**config.mk**
```make
export PLATFORM = sky130hd
export DESIGN_NAME = semaphore_controller_flat
export DESIGN_NICKNAME = d
export VERILOG_FILES = /design/src/rtl/semaphore_controller_if.sv /design/src/rtl/semaphore_controller.sv /design/src/flat_wrapper.sv
export SDC_FILE = /design/constraint.sdc
export NUM_CORES = 1
export LEC_CHECK = 0
export BUFFER_PORTS_ARGS = -buffer_cell sky130_fd_sc_hd__buf_2
export CAP_MARGIN = 40
export CORE_MARGIN = 2
export CORE_UTILIZATION = 52
export DETAILED_ROUTE_END_ITERATION = 6
export PLACE_DENSITY = 0.78
export REMOVE_ABC_BUFFERS = 1
export SYNTH_ARGS = -nofsm -noshare
export SYNTH_HDL_FRONTEND = slang
export SYNTH_SLANG_ARGS = --single-unit
```
**constraint.sdc**
```tcl
create_clock -name clk -period 1.8 [get_ports clk]
set_input_delay 0.45 -clock clk [delete_from_list [all_inputs] [get_ports clk]]
set_output_delay 0.45 -clock clk [all_outputs]
set_load 0.05 [all_outputs]
```
**src/rtl/semaphore_controller_if.sv**
```systemverilog
// Lamp/request bundle between the traffic-light controller and its surroundings.
// The master drives the tick, night mode and requests; the slave drives the lamps.
interface semaphore_controller_if #(
    parameter int unsigned NUM_WAYS = 2
);
    localparam int unsigned WAY_W = (NUM_WAYS > 1) ? $clog2(NUM_WAYS) : 1;

    logic                clk_seconds;
    logic                night_mode;
    logic [NUM_WAYS-1:0] ped_req;
    logic [NUM_WAYS-1:0] green;
    logic [NUM_WAYS-1:0] yellow;
    logic [NUM_WAYS-1:0] red;
    logic [WAY_W-1:0]    active_way;
    logic [NUM_WAYS-1:0] ped_ack;

    modport master (
        output clk_seconds, night_mode, ped_req,
        input  green, yellow, red, active_way, ped_ack
    );

    modport slave (
        input  clk_seconds, night_mode, ped_req,
        output green, yellow, red, active_way, ped_ack
    );
endinterface

```
**src/rtl/semaphore_controller.sv**
```systemverilog
// N-way traffic-light controller: green -> yellow -> all-red per approach, paced by a
// seconds tick, with pedestrian early-green termination and a flashing-yellow night mode.
module semaphore_controller #(
    parameter int unsigned NUM_WAYS       = 2,
    parameter int unsigned GREEN_SECS     = 30,
    parameter int unsigned YELLOW_SECS    = 3,
    parameter int unsigned ALL_RED_SECS   = 1,
    parameter int unsigned MIN_GREEN_SECS = 10,
    parameter int unsigned CNT_W          = 8
) (
    input logic                   clk,
    input logic                   rst,
    semaphore_controller_if.slave bus_io
);
    localparam int unsigned WAY_W = (NUM_WAYS > 1) ? $clog2(NUM_WAYS) : 1;

    typedef enum logic [2:0] {
        StAllRed,
        StGreen,
        StYellow,
        StFlashOn,
        StFlashOff
    } state_e;

    state_e              state_q, state_d;
    logic [CNT_W-1:0]    cnt_q, cnt_d;
    logic [WAY_W-1:0]    way_q, way_d;
    logic [NUM_WAYS-1:0] pend_q, pend_d;
    logic [NUM_WAYS-1:0] ack_q, ack_d;
    logic [NUM_WAYS-1:0] green_q, green_d;
    logic [NUM_WAYS-1:0] yellow_q, yellow_d;
    logic [NUM_WAYS-1:0] red_q, red_d;

    logic [NUM_WAYS-1:0] way_mask;
    logic [NUM_WAYS-1:0] next_mask;
    logic [NUM_WAYS-1:0] pend_set;
    logic                others_waiting;

    always_comb begin
        way_mask       = NUM_WAYS'(1) << way_q;
        // A request from the way that already holds green is dropped, not queued.
        pend_set       = pend_q | (bus_io.ped_req & ((state_q == StGreen) ? ~way_mask : '1));
        others_waiting = |(pend_q & ~way_mask);

        state_d = state_q;
        cnt_d   = cnt_q;
        way_d   = way_q;
        pend_d  = pend_set;
        ack_d   = '0;

        if (bus_io.clk_seconds) begin
            cnt_d = cnt_q + 1'b1;
            if (bus_io.night_mode) begin
                cnt_d   = '0;
                state_d = (state_q == StFlashOn) ? StFlashOff : StFlashOn;
            end else begin
                unique case (state_q)
                    StAllRed: begin
                        if (cnt_q == CNT_W'(ALL_RED_SECS - 1)) begin
                            state_d = StGreen;
                            cnt_d   = '0;
                            ack_d   = pend_set & way_mask;
                            pend_d  = pend_set & ~way_mask;
                        end
                    end
                    StGreen: begin
                        if ((cnt_q == CNT_W'(GREEN_SECS - 1)) ||
                            (others_waiting && (cnt_q >= CNT_W'(MIN_GREEN_SECS - 1)))) begin
                            state_d = StYellow;
                            cnt_d   = '0;
                        end
                    end
                    StYellow: begin
                        if (cnt_q == CNT_W'(YELLOW_SECS - 1)) begin
                            state_d = StAllRed;
                            cnt_d   = '0;
                            way_d   = (way_q == WAY_W'(NUM_WAYS - 1)) ? '0 : way_q + 1'b1;
                        end
                    end
                    StFlashOn, StFlashOff: begin
                        state_d = StAllRed;
                        cnt_d   = '0;
                        way_d   = '0;
                    end
                    default: begin
                        state_d = StAllRed;
                        cnt_d   = '0;
                    end
                endcase
            end
        end

        // Lamps are decoded from the next state so they register on the transition edge.
        next_mask = NUM_WAYS'(1) << way_d;
        green_d   = '0;
        yellow_d  = '0;
        red_d     = '0;
        unique case (state_d)
            StAllRed:   red_d = '1;
            StGreen: begin
                green_d = next_mask;
                red_d   = ~next_mask;
            end
            StYellow: begin
                yellow_d = next_mask;
                red_d    = ~next_mask;
            end
            StFlashOn:  yellow_d = '1;
            StFlashOff: red_d = '0;
            default:    red_d = '1;
        endcase
    end

    always_ff @(posedge clk or posedge rst) begin
        if (rst) begin
            state_q  <= StAllRed;
            cnt_q    <= '0;
            way_q    <= '0;
            pend_q   <= '0;
            ack_q    <= '0;
            green_q  <= '0;
            yellow_q <= '0;
            red_q    <= '1;
        end else begin
            state_q  <= state_d;
            cnt_q    <= cnt_d;
            way_q    <= way_d;
            pend_q   <= pend_d;
            ack_q    <= ack_d;
            green_q  <= green_d;
            yellow_q <= yellow_d;
            red_q    <= red_d;
        end
    end

    assign bus_io.green      = green_q;
    assign bus_io.yellow     = yellow_q;
    assign bus_io.red        = red_q;
    assign bus_io.active_way = way_q;
    assign bus_io.ped_ack    = ack_q;
endmodule

```
**src/flat_wrapper.sv**
```systemverilog
// flat-port wrapper written by rule: the top's interface ports become plain ports
module semaphore_controller_flat 
#(
    parameter int unsigned NUM_WAYS       = 2,
    parameter int unsigned GREEN_SECS     = 30,
    parameter int unsigned YELLOW_SECS    = 3,
    parameter int unsigned ALL_RED_SECS   = 1,
    parameter int unsigned MIN_GREEN_SECS = 10,
    parameter int unsigned CNT_W          = 8
)
  (clk, rst, bus_io_clk_seconds, bus_io_night_mode, bus_io_ped_req, bus_io_green, bus_io_yellow, bus_io_red, bus_io_active_way, bus_io_ped_ack);
  semaphore_controller_if #(.NUM_WAYS(NUM_WAYS)) bus_io_i ();
  input logic clk;
  input logic rst;
  input wire logic [$bits(bus_io_i.clk_seconds)-1:0] bus_io_clk_seconds;
  input wire logic [$bits(bus_io_i.night_mode)-1:0] bus_io_night_mode;
  input wire logic [$bits(bus_io_i.ped_req)-1:0] bus_io_ped_req;
  output wire logic [$bits(bus_io_i.green)-1:0] bus_io_green;
  output wire logic [$bits(bus_io_i.yellow)-1:0] bus_io_yellow;
  output wire logic [$bits(bus_io_i.red)-1:0] bus_io_red;
  output wire logic [$bits(bus_io_i.active_way)-1:0] bus_io_active_way;
  output wire logic [$bits(bus_io_i.ped_ack)-1:0] bus_io_ped_ack;
  assign bus_io_i.clk_seconds = bus_io_clk_seconds;
  assign bus_io_i.night_mode = bus_io_night_mode;
  assign bus_io_i.ped_req = bus_io_ped_req;
  assign bus_io_green = bus_io_i.green;
  assign bus_io_yellow = bus_io_i.yellow;
  assign bus_io_red = bus_io_i.red;
  assign bus_io_active_way = bus_io_i.active_way;
  assign bus_io_ped_ack = bus_io_i.ped_ack;
  semaphore_controller #(.NUM_WAYS(NUM_WAYS), .GREEN_SECS(GREEN_SECS), .YELLOW_SECS(YELLOW_SECS), .ALL_RED_SECS(ALL_RED_SECS), .MIN_GREEN_SECS(MIN_GREEN_SECS), .CNT_W(CNT_W)) u_core (.clk(clk), .rst(rst), .bus_io(bus_io_i));
endmodule
```
==> results of run 1 <==
[final timing paths]
check | start | slack, ps | end | depth (start not counted)
max | u_core.state_q[0] | -280 | u_core.bus_io.red[1] | 5
min | rst | 90 | u_core.state_q[0] | 2
max reg2reg | u_core.state_q[0] | -280 | u_core.bus_io.red[1] | 5
min reg2reg | u_core.pend_q[0] | 570 | u_core.pend_q[0] | 1
max in group asynchronous | rst | 1160 | u_core.cnt_q[6] | 3
min in group clk | bus_io_ped_req[1] | 400 | u_core.bus_io.ped_ack[1] | 3
[flip-flops by register name (all words and copies together), names as in the netlist]
register / cells
u_core.bus_io.active_way: 1
u_core.bus_io.green: 2
u_core.bus_io.ped_ack: 2
u_core.bus_io.red: 2
u_core.bus_io.yellow: 2
u_core.cnt_q: 8
u_core.pend_q: 2
u_core.state_q: 3
[per-stage QoR]
stage          cells  setup TNS (ps)
6_report         234           -1670
5_1_grt          234           -2300
4_1_cts          226            -468
3_5_place_dp     213           -4540
3_3_place_gp     213           -2930
2_1_floorplan    130           -3350
[repair_timing]
action	CTS	global route
setup buffers	9	9
pin swaps	18	16
setup endpoints to repair	16	17
hold buffers	0	0
gates cloned	1	0
resized for setup	33	32
[cells in the mapped netlist, types with 3 or more instances]
cell type                  count  share of area
sky130_fd_sc_hd__nor3b_1       5          0.028
sky130_fd_sc_hd__and3_1        4          0.018
sky130_fd_sc_hd__o21ai_0       4          0.015
sky130_fd_sc_hd__nand3_1       5          0.018
sky130_fd_sc_hd__a21oi_1       6          0.022
sky130_fd_sc_hd__nor2b_1       3          0.014
sky130_fd_sc_hd__nor2_1        6          0.017
sky130_fd_sc_hd__dfrtp_1      20           0.37
sky130_fd_sc_hd__nand2b_1      3          0.014
sky130_fd_sc_hd__nor4b_1       3          0.019
sky130_fd_sc_hd__ha_1          5          0.046
sky130_fd_sc_hd__inv_1         8          0.022
sky130_fd_sc_hd__a21o_1        5          0.028
[layer usage]
| layer | GRT usage | part of all wire | vias to the layer above |
|---|---|---|---|
| li1 | - | - | 640 |
| met1 | 0.338 | 0.40 | 723 |
| met2 | 0.605 | 0.52 | 62 |
| met3 | 0.0672 | 0.044 | 19 |
| met4 | 0.171 | 0.039 | 0 |
| met5 | 0 | 0 | - |
[power groups by stage]
stage | registers, W | clock network (W) | logic (W)
finish | 0.000681 | 0.000286 | 0.00165
global route | 0.000686 | 0.000306 | 0.00172
CTS | 0.000663 | 0.000281 | 0.00136
detailed placement | 0.000673 | 0 | 0.00112
global placement | 0.000668 | 0 | 0.00107
floorplan | 0.000886 | 0 | 0.000464
[critical path: stages (launching register included)]
cell	delay, ps
sky130_fd_sc_hd__dfrtp_1	450
sky130_fd_sc_hd__or3b_4	430
sky130_fd_sc_hd__or3_4	370
sky130_fd_sc_hd__o21a_1	230
sky130_fd_sc_hd__a311oi_1	430
sky130_fd_sc_hd__a211oi_2	80
[placed cells by master (no fill, tap or decap), types with 2 or more instances in the layout]
master                     netlist  layout
sky130_fd_sc_hd__a21oi_1         6       4
sky130_fd_sc_hd__o22ai_2         1       3
sky130_fd_sc_hd__buf_4           0      49
sky130_fd_sc_hd__nor3b_2         0       5
sky130_fd_sc_hd__ha_4            0       2
sky130_fd_sc_hd__nand3_1         5       5
sky130_fd_sc_hd__mux2i_1         2       2
sky130_fd_sc_hd__inv_1           8       6
sky130_fd_sc_hd__nor4b_2         1       4
sky130_fd_sc_hd__a211oi_4        0       2
sky130_fd_sc_hd__nand2_1         2       2
sky130_fd_sc_hd__buf_2           1      14
sky130_fd_sc_hd__nand2b_1        3       2
sky130_fd_sc_hd__dfrtp_1        20      18
sky130_fd_sc_hd__o21ai_1         2       4
sky130_fd_sc_hd__a211o_4         0       2
sky130_fd_sc_hd__o21a_1          2       2
sky130_fd_sc_hd__and3_1          4       4
sky130_fd_sc_hd__ha_2            0       2
sky130_fd_sc_hd__clkbuf_4        0       3
sky130_fd_sc_hd__nor4_4          1       3
sky130_fd_sc_hd__dfrtp_2         0       2
sky130_fd_sc_hd__or3_4           0       2
sky130_fd_sc_hd__nor2b_1         3       3
sky130_fd_sc_hd__nand4_1         2       2
sky130_fd_sc_hd__buf_6           1       6
sky130_fd_sc_hd__or3b_4          1       2
sky130_fd_sc_hd__inv_2           1       2
sky130_fd_sc_hd__dfstp_2         2       2
sky130_fd_sc_hd__nor2_1          6       5
sky130_fd_sc_hd__a21oi_2         0       2
sky130_fd_sc_hd__and2_4          1       2
sky130_fd_sc_hd__a31oi_4         0       2
sky130_fd_sc_hd__a21o_1          5       5
[final cells by class]
cell class,instances,area (um^2)
inverters,9,38.8
clock buffers,4,36.3
repair buffers,69,505
fillers,108,260
multi-input cells,100,1040
well taps,30,37.5
flip-flops and latches,22,556
[cells by family after synthesis]
kind of cell,after synthesis,synth area share
flip-flops,22,0.407
multiplexers,3,0.0230
buffers and inverters,13,0.0424
AO/OA/AOI/OAI,37,0.201
XOR/XNOR,1,0.00645
AND/OR/NAND/NOR,53,0.274
adder cells (fa/ha/maj),5,0.0460
==> summary.txt, run 1 <==
Status
  – Outcome: complete, but fails checks
  – Failing checks: negative setup slack

Layout
  – Nets: 216
  – Diodes inserted: 0
  – Ratio of cells with drive above 1 in the final layout: 0.642
  – Final standard cell area without fillers: 2220 um^2
  – Area growth, synth to finish: 63.2%
  – Share of the core filled with cells in the final layout: 0.895

CTS
  – Total number of H-tree levels: 1
  – Clock-pin slew on the worst setup and hold paths: 130 ps
  – Clock tree from TritonCTS: built
  – Root buffer cell: sky130_fd_sc_hd__clkbuf_4
  – Later-pin clock latency in the skew report: 330 ps
  – Number of clock sinks: 22
  – Number of buffers inserted during clock tree synthesis: 3
  – Bufs on Longest Clock Path: 2

STA
  – # setup viols final: 15
  – Post-route minimum period: 2080 ps
  – Final period util: 1.16
  – Hold WS: 91.8 ps
  – Largest clock skew in the final design: 6.89 ps
  – Final worst-path setup slack: -282 ps
  – Unrepaired setup endpoints after global routing: true
  – Fmax: 480 MHz
  – Slew @ Worst Pin: 490 ps
  – Slew Limit Fails: 0
  – Worst slew margin: 0.671
  – Number of endpoints with negative hold slack in the final report: 0

Global route
  – Maximum number of pins on one net before global-route repair: 13
  – Vias in the first global route: 1346
  – Initial antenna violation count: 0
  – Global-route wire length before repair: 6510 um
  – Aggregate global routing overflow: 0
  – Aggregate global-route resource usage: 0.325

Critical path
  – Critical path start-end classification: register to register
  – Arrival time of data at the critical path endpoint: 2330 ps
  – Req. time, crit path: 2050 ps
  – Crit end category: register
  – Type of origin of the critical path: register
  – Max Fanout on Critical Path: 4

Synthesis
  – Proportion of register bits with asynchronous set or reset after synthesis: 1.00
  – Post-Synthesis Cells: 134
  – Number of enable-type register cells in the synthesized netlist: 0
  – Distinct cell type count after synthesis: 54
  – Sequential share of the synthesized area: 0.407
  – Synth warnings: 0
  – Syn_area_per_cell: 10.1 um^2
  – Flip-flop and latch count after synthesis: 22
  – Mapped cell area: 1360 um^2
  – Flip-flop cell with the highest count after synthesis: sky130_fd_sc_hd__dfrtp_1

Floorplan
  – Starting utilization of the core area: 0.548
  – Standard-cell rows: 18
  – X dimension of the die: 55.1 um
  – Top-level port count: 15
  – DIE HEIGHT: 55.1 um
  – Area enclosed by the die boundary: 3040 um^2
  – Placeable core area: 2480 um^2

Drt
  – DRC errors left: 0
  – DR WL/cell: 21.7 um
  – Violation count after the first detailed-route iteration: 51
  – Average vias per placed instance: 6.17
  – ANT nets after route: 0
  – Routed wire length: 5070 um
  – First-pass DRT Iterations: 4
  – Total vias in the final route: 1444

Pwr
  – Switching portion of total power: 0.439
  – Power Total: 0.00262 W
  – Switching power total: 0.00115 W
  – Combinational share of power: 0.630
  – Clk pwr share: 0.109
  – Total power density per cell area: 1180 nW/um^2
  – LEAKAGE: 1.01 nW
  – Worst vdd ir: 0.00120 V
  – Cell-internal power: 0.00147 W
  – Sequential fraction of design power: 0.260

Place
  – Placed cell areas: 1740 um^2
  – Gp weighted congestion: 0.761
  – Post-DP HPWL: 2610 um
  – PortBufs: 14
  – Worst slack, placed: -504 ps

Run
  – Count of max-cap constraint violations: 0

Min path
  – Worst min-delay path category: input port to async pin
Note: power is estimated with default switching activity, not from simulation.
==> inputs of run 2 (changes only) <==
--- a/config.mk
+++ b/config.mk
@@ -12,6 +12,8 @@
 export DETAILED_ROUTE_END_ITERATION = 6
 export PLACE_DENSITY = 0.78
 export REMOVE_ABC_BUFFERS = 1
+export SETUP_SLACK_MARGIN = 0.05
 export SYNTH_ARGS = -nofsm -noshare
 export SYNTH_HDL_FRONTEND = slang
 export SYNTH_SLANG_ARGS = --single-unit
+export TNS_END_PERCENT = 100
==> run 2 against run 1 <==
The flow still finishes with violations (negative setup slack). Largest power group unchanged. Critical path depth is 2 higher. Sequential power increased by 0.7%. Worst hold slack worse by 11 ps. Maximum frequency is 6.4% higher. Highest routed layer unchanged. Global-route usage grew 0.29 points. Die area did not move.
==> summary.txt, run 2 (same netlist as run 1, synthesis figures left out) <==
Critical path
  – FF-to-FF End: u_core.cnt_q[4] (was u_core.bus_io.red[1])
  – Reg2reg start: u_core.cnt_q[1] (was u_core.state_q[0])
  – Arrival time of data at the critical path endpoint: 2180 ps (was 2330 ps)
  – Slowest-stage cell, CP: sky130_fd_sc_hd__dfrtp_1 (unchanged)
  – End of the critical path: u_core.cnt_q[4] (was u_core.bus_io.red[1])
  – Critical path start-end classification: register to register (unchanged)
  – Worst Setup SP: u_core.cnt_q[1] (was u_core.state_q[0])
  – Worst reg2reg setup slack: -160 ps (was -280 ps)
  – Crit end category: register (unchanged)
  – Type of origin of the critical path: register (unchanged)
  – Req. time, crit path: 2020 ps (was 2050 ps)
  – Max Fanout on Critical Path: 6 (was 4)
  – Delay of the slowest cell on the worst path: 430 ps (was 450 ps)
  – Number of cells on the worst reg-to-reg path: 7 (was 5)
  – CP cell instances: inv_2 -> buf_6 -> ha_4 -> a211o_4 -> a31oi_4 -> o21ai_1 -> a21o_1 (was or3b_4 -> or3_4 -> o21a_1 -> a311oi_1 -> a211oi_2)

STA
  – Slew Limit Fails: 0 (unchanged)
  – Fmax: 511 MHz (was 480 MHz)
  – Worst slew margin: 0.687 (was 0.671)
  – Slew @ Worst Pin: 466 ps (was 490 ps)
  – Largest clock skew in the final design: 11.8 ps (was 6.89 ps)
  – Post-route minimum period: 1960 ps (was 2080 ps)
  – Final worst-path setup slack: -156 ps (was -282 ps)
  – Unrepaired setup endpoints after global routing: true (unchanged)
  – # setup viols final: 16 (was 15)
  – Final period util: 1.09 (was 1.16)
  – Number of endpoints with negative hold slack in the final report: 0 (unchanged)

Floorplan
  – Placeable core area: 2480 um^2 (unchanged)
  – DIE HEIGHT: 55.1 um (unchanged)
  – Area enclosed by the die boundary: 3040 um^2 (unchanged)
  – Starting utilization of the core area: 0.548 (unchanged)
  – Top-level port count: 15 (unchanged)
  – X dimension of the die: 55.1 um (unchanged)
  – Standard-cell rows: 18 (unchanged)

Pwr
  – Switching portion of total power: 0.441 (was 0.439)
  – Clk pwr share: 0.106 (was 0.109)
  – Worst vdd ir: 0.00119 V (was 0.00120 V)
  – Total power density per cell area: 1190 nW/um^2 (was 1180 nW/um^2)
  – Sequential fraction of design power: 0.253 (was 0.260)
  – Combinational share of power: 0.641 (was 0.630)
  – Switching power total: 0.00120 W (was 0.00115 W)
  – LEAKAGE: 1.03 nW (was 1.01 nW)
  – Cell-internal power: 0.00152 W (was 0.00147 W)

Layout
  – Registers with the most flip-flops: u_core.cnt_q x8, u_core.state_q x3 (unchanged)
  – Leading cell types in the layout, fill and taps excluded: sky130_fd_sc_hd__buf_4 (44), sky130_fd_sc_hd__dfrtp_1 (18), sky130_fd_sc_hd__buf_2 (14) (was sky130_fd_sc_hd__buf_4 (49), sky130_fd_sc_hd__dfrtp_1 (18), sky130_fd_sc_hd__buf_2 (14))
  – Area growth, synth to finish: 67.9% (was 63.2%)
  – Nets: 217 (was 216)
  – Most common cell after layout, fill and taps aside: sky130_fd_sc_hd__buf_4 (unchanged)
  – Final standard cell area without fillers: 2280 um^2 (was 2220 um^2)
  – Number of flip-flops in the largest register: 8 (unchanged)
  – Register ranked first by flip-flop count: u_core.cnt_q (unchanged)
  – Number of cells in the finished layout apart from fillers: 235 (was 234)
  – Ratio of cells with drive above 1 in the final layout: 0.663 (was 0.642)
  – Diodes inserted: 0 (unchanged)

CTS
  – Hold buffer count at CTS: 0 (unchanged)
  – Later-pin clock latency in the skew report: 330 ps (about the same)
  – Number of clock sinks: 22 (unchanged)
  – Root buffer cell: sky130_fd_sc_hd__clkbuf_4 (unchanged)
  – Clock-pin slew on the worst setup and hold paths: 130 ps (about the same)
  – Bufs on Longest Clock Path: 2 (unchanged)
  – Number of buffers inserted during clock tree synthesis: 3 (unchanged)
  – Total number of H-tree levels: 1 (unchanged)
  – Clock tree from TritonCTS: built (unchanged)

Status
  – Failing checks: negative setup slack (unchanged)
  – Outcome: complete, but fails checks (unchanged)

Drt
  – First-pass DRT Iterations: 5 (was 4)
  – ANT nets after route: 0 (unchanged)
  – Routed wire length: 5470 um (was 5070 um)
  – DR WL/cell: 23.3 um (was 21.7 um)
  – DRC errors left: 0 (unchanged)
  – Total vias in the final route: 1442 (was 1444)
  – Violation count after the first detailed-route iteration: 87 (was 51)
  – Average vias per placed instance: 6.14 (was 6.17)

Place
  – Placed cell areas: 1740 um^2 (unchanged)
  – PortBufs: 14 (unchanged)
  – Post-DP HPWL: 2610 um (unchanged)
  – Number of instances in the placed design: 213 (unchanged)
  – Gp weighted congestion: 0.761 (unchanged)

Global route
  – Initial antenna violation count: 0 (unchanged)
  – Global-route wire length before repair: 6560 um (was 6510 um)
  – Aggregate global-route resource usage: 0.327 (was 0.325)
  – Vias in the first global route: 1353 (was 1346)
  – Aggregate global routing overflow: 0 (unchanged)
  – Maximum number of pins on one net before global-route repair: 13 (unchanged)

Min path
  – Worst min-delay path category: input port to async pin (unchanged)

Run
  – Count of max-cap constraint violations: 0 (unchanged)
[run 2: cell types whose count changed in the layout (fill, tap and decap cells not counted), sizes merged]
| cell | delta |
|---|---|
| buf | +1 |
[run 2: metrics by stage]
stage | worst slack [ps] | hold WS, ps | power, W | setup TNS (ps) | util
2_1_floorplan | -496 | 438 | 0.00135 | -3350 | -
3_3_place_gp | -291 | 432 | 0.00174 | -2930 | 0.701
3_5_place_dp | -504 | 449 | 0.00179 | -4540 | 0.701
4_1_cts | -83.9 | 104 | 0.00231 | -468 | 0.811
5_1_grt | -209 | 122 | 0.00280 | -1910 | 0.921
6_report | -156 | 80.8 | 0.00271 | -1520 | 0.921
[run 2: final cells by class]
cell class                      count  area (um^2)
Clock buffer                        4         36.3
Fill cell                          89          196
Inverter                            9         38.8
Multi-Input combinational cell    100         1080
Sequential cell                    22          556
Tap cell                           30         37.5
Timing Repair Buffer               70          536
[run 2: what timing repair did]
item | 4_1_cts | 5_1_grt
pin swaps | 18 | 26
hold endpoints to repair | 0 | 0
resized for setup | 34 | 44
buffers inserted | 9 | 10
endpoints found under the setup margin | 17 | 18
cloned | 1 | 0
[run 2: how the worst min path moves through the flow]
stage,to,slack [ps]
final,u_core.state_q[0],80
after global placement,u_core.bus_io.yellow[0],430
after floorplan,u_core.bus_io.active_way,440
after CTS,u_core.state_q[0],100
after global routing,u_core.state_q[0],120
after detailed placement,u_core.bus_io.yellow[0],450
[run 2: power by group through the flow]
stage,Clock [W],Sequential (W),Combinational [W]
after global routing,0.000311,0.000687,0.00180
after CTS,0.000281,0.000664,0.00136
after floorplan,0,0.000886,0.000464
final,0.000289,0.000686,0.00174
after global placement,0,0.000668,0.00107
after detailed placement,0,0.000673,0.00112
[run 2: per-layer routing]
layer,global-route usage,vias up,share of wire
met4,0.171,0,0.020
met1,0.336,734,0.40
met5,0,-,0
met2,0.617,57,0.53
li1,-,641,-
met3,0.0672,10,0.048
[run 2: critical path: cells and delay by family (launching register included)]
family                   cells  cell delay (ps)
AO/OA/AOI/OAI                4             1040
buffers and inverters        2              230
flip-flops                   1              430
adder cells (fa/ha/maj)      1              150
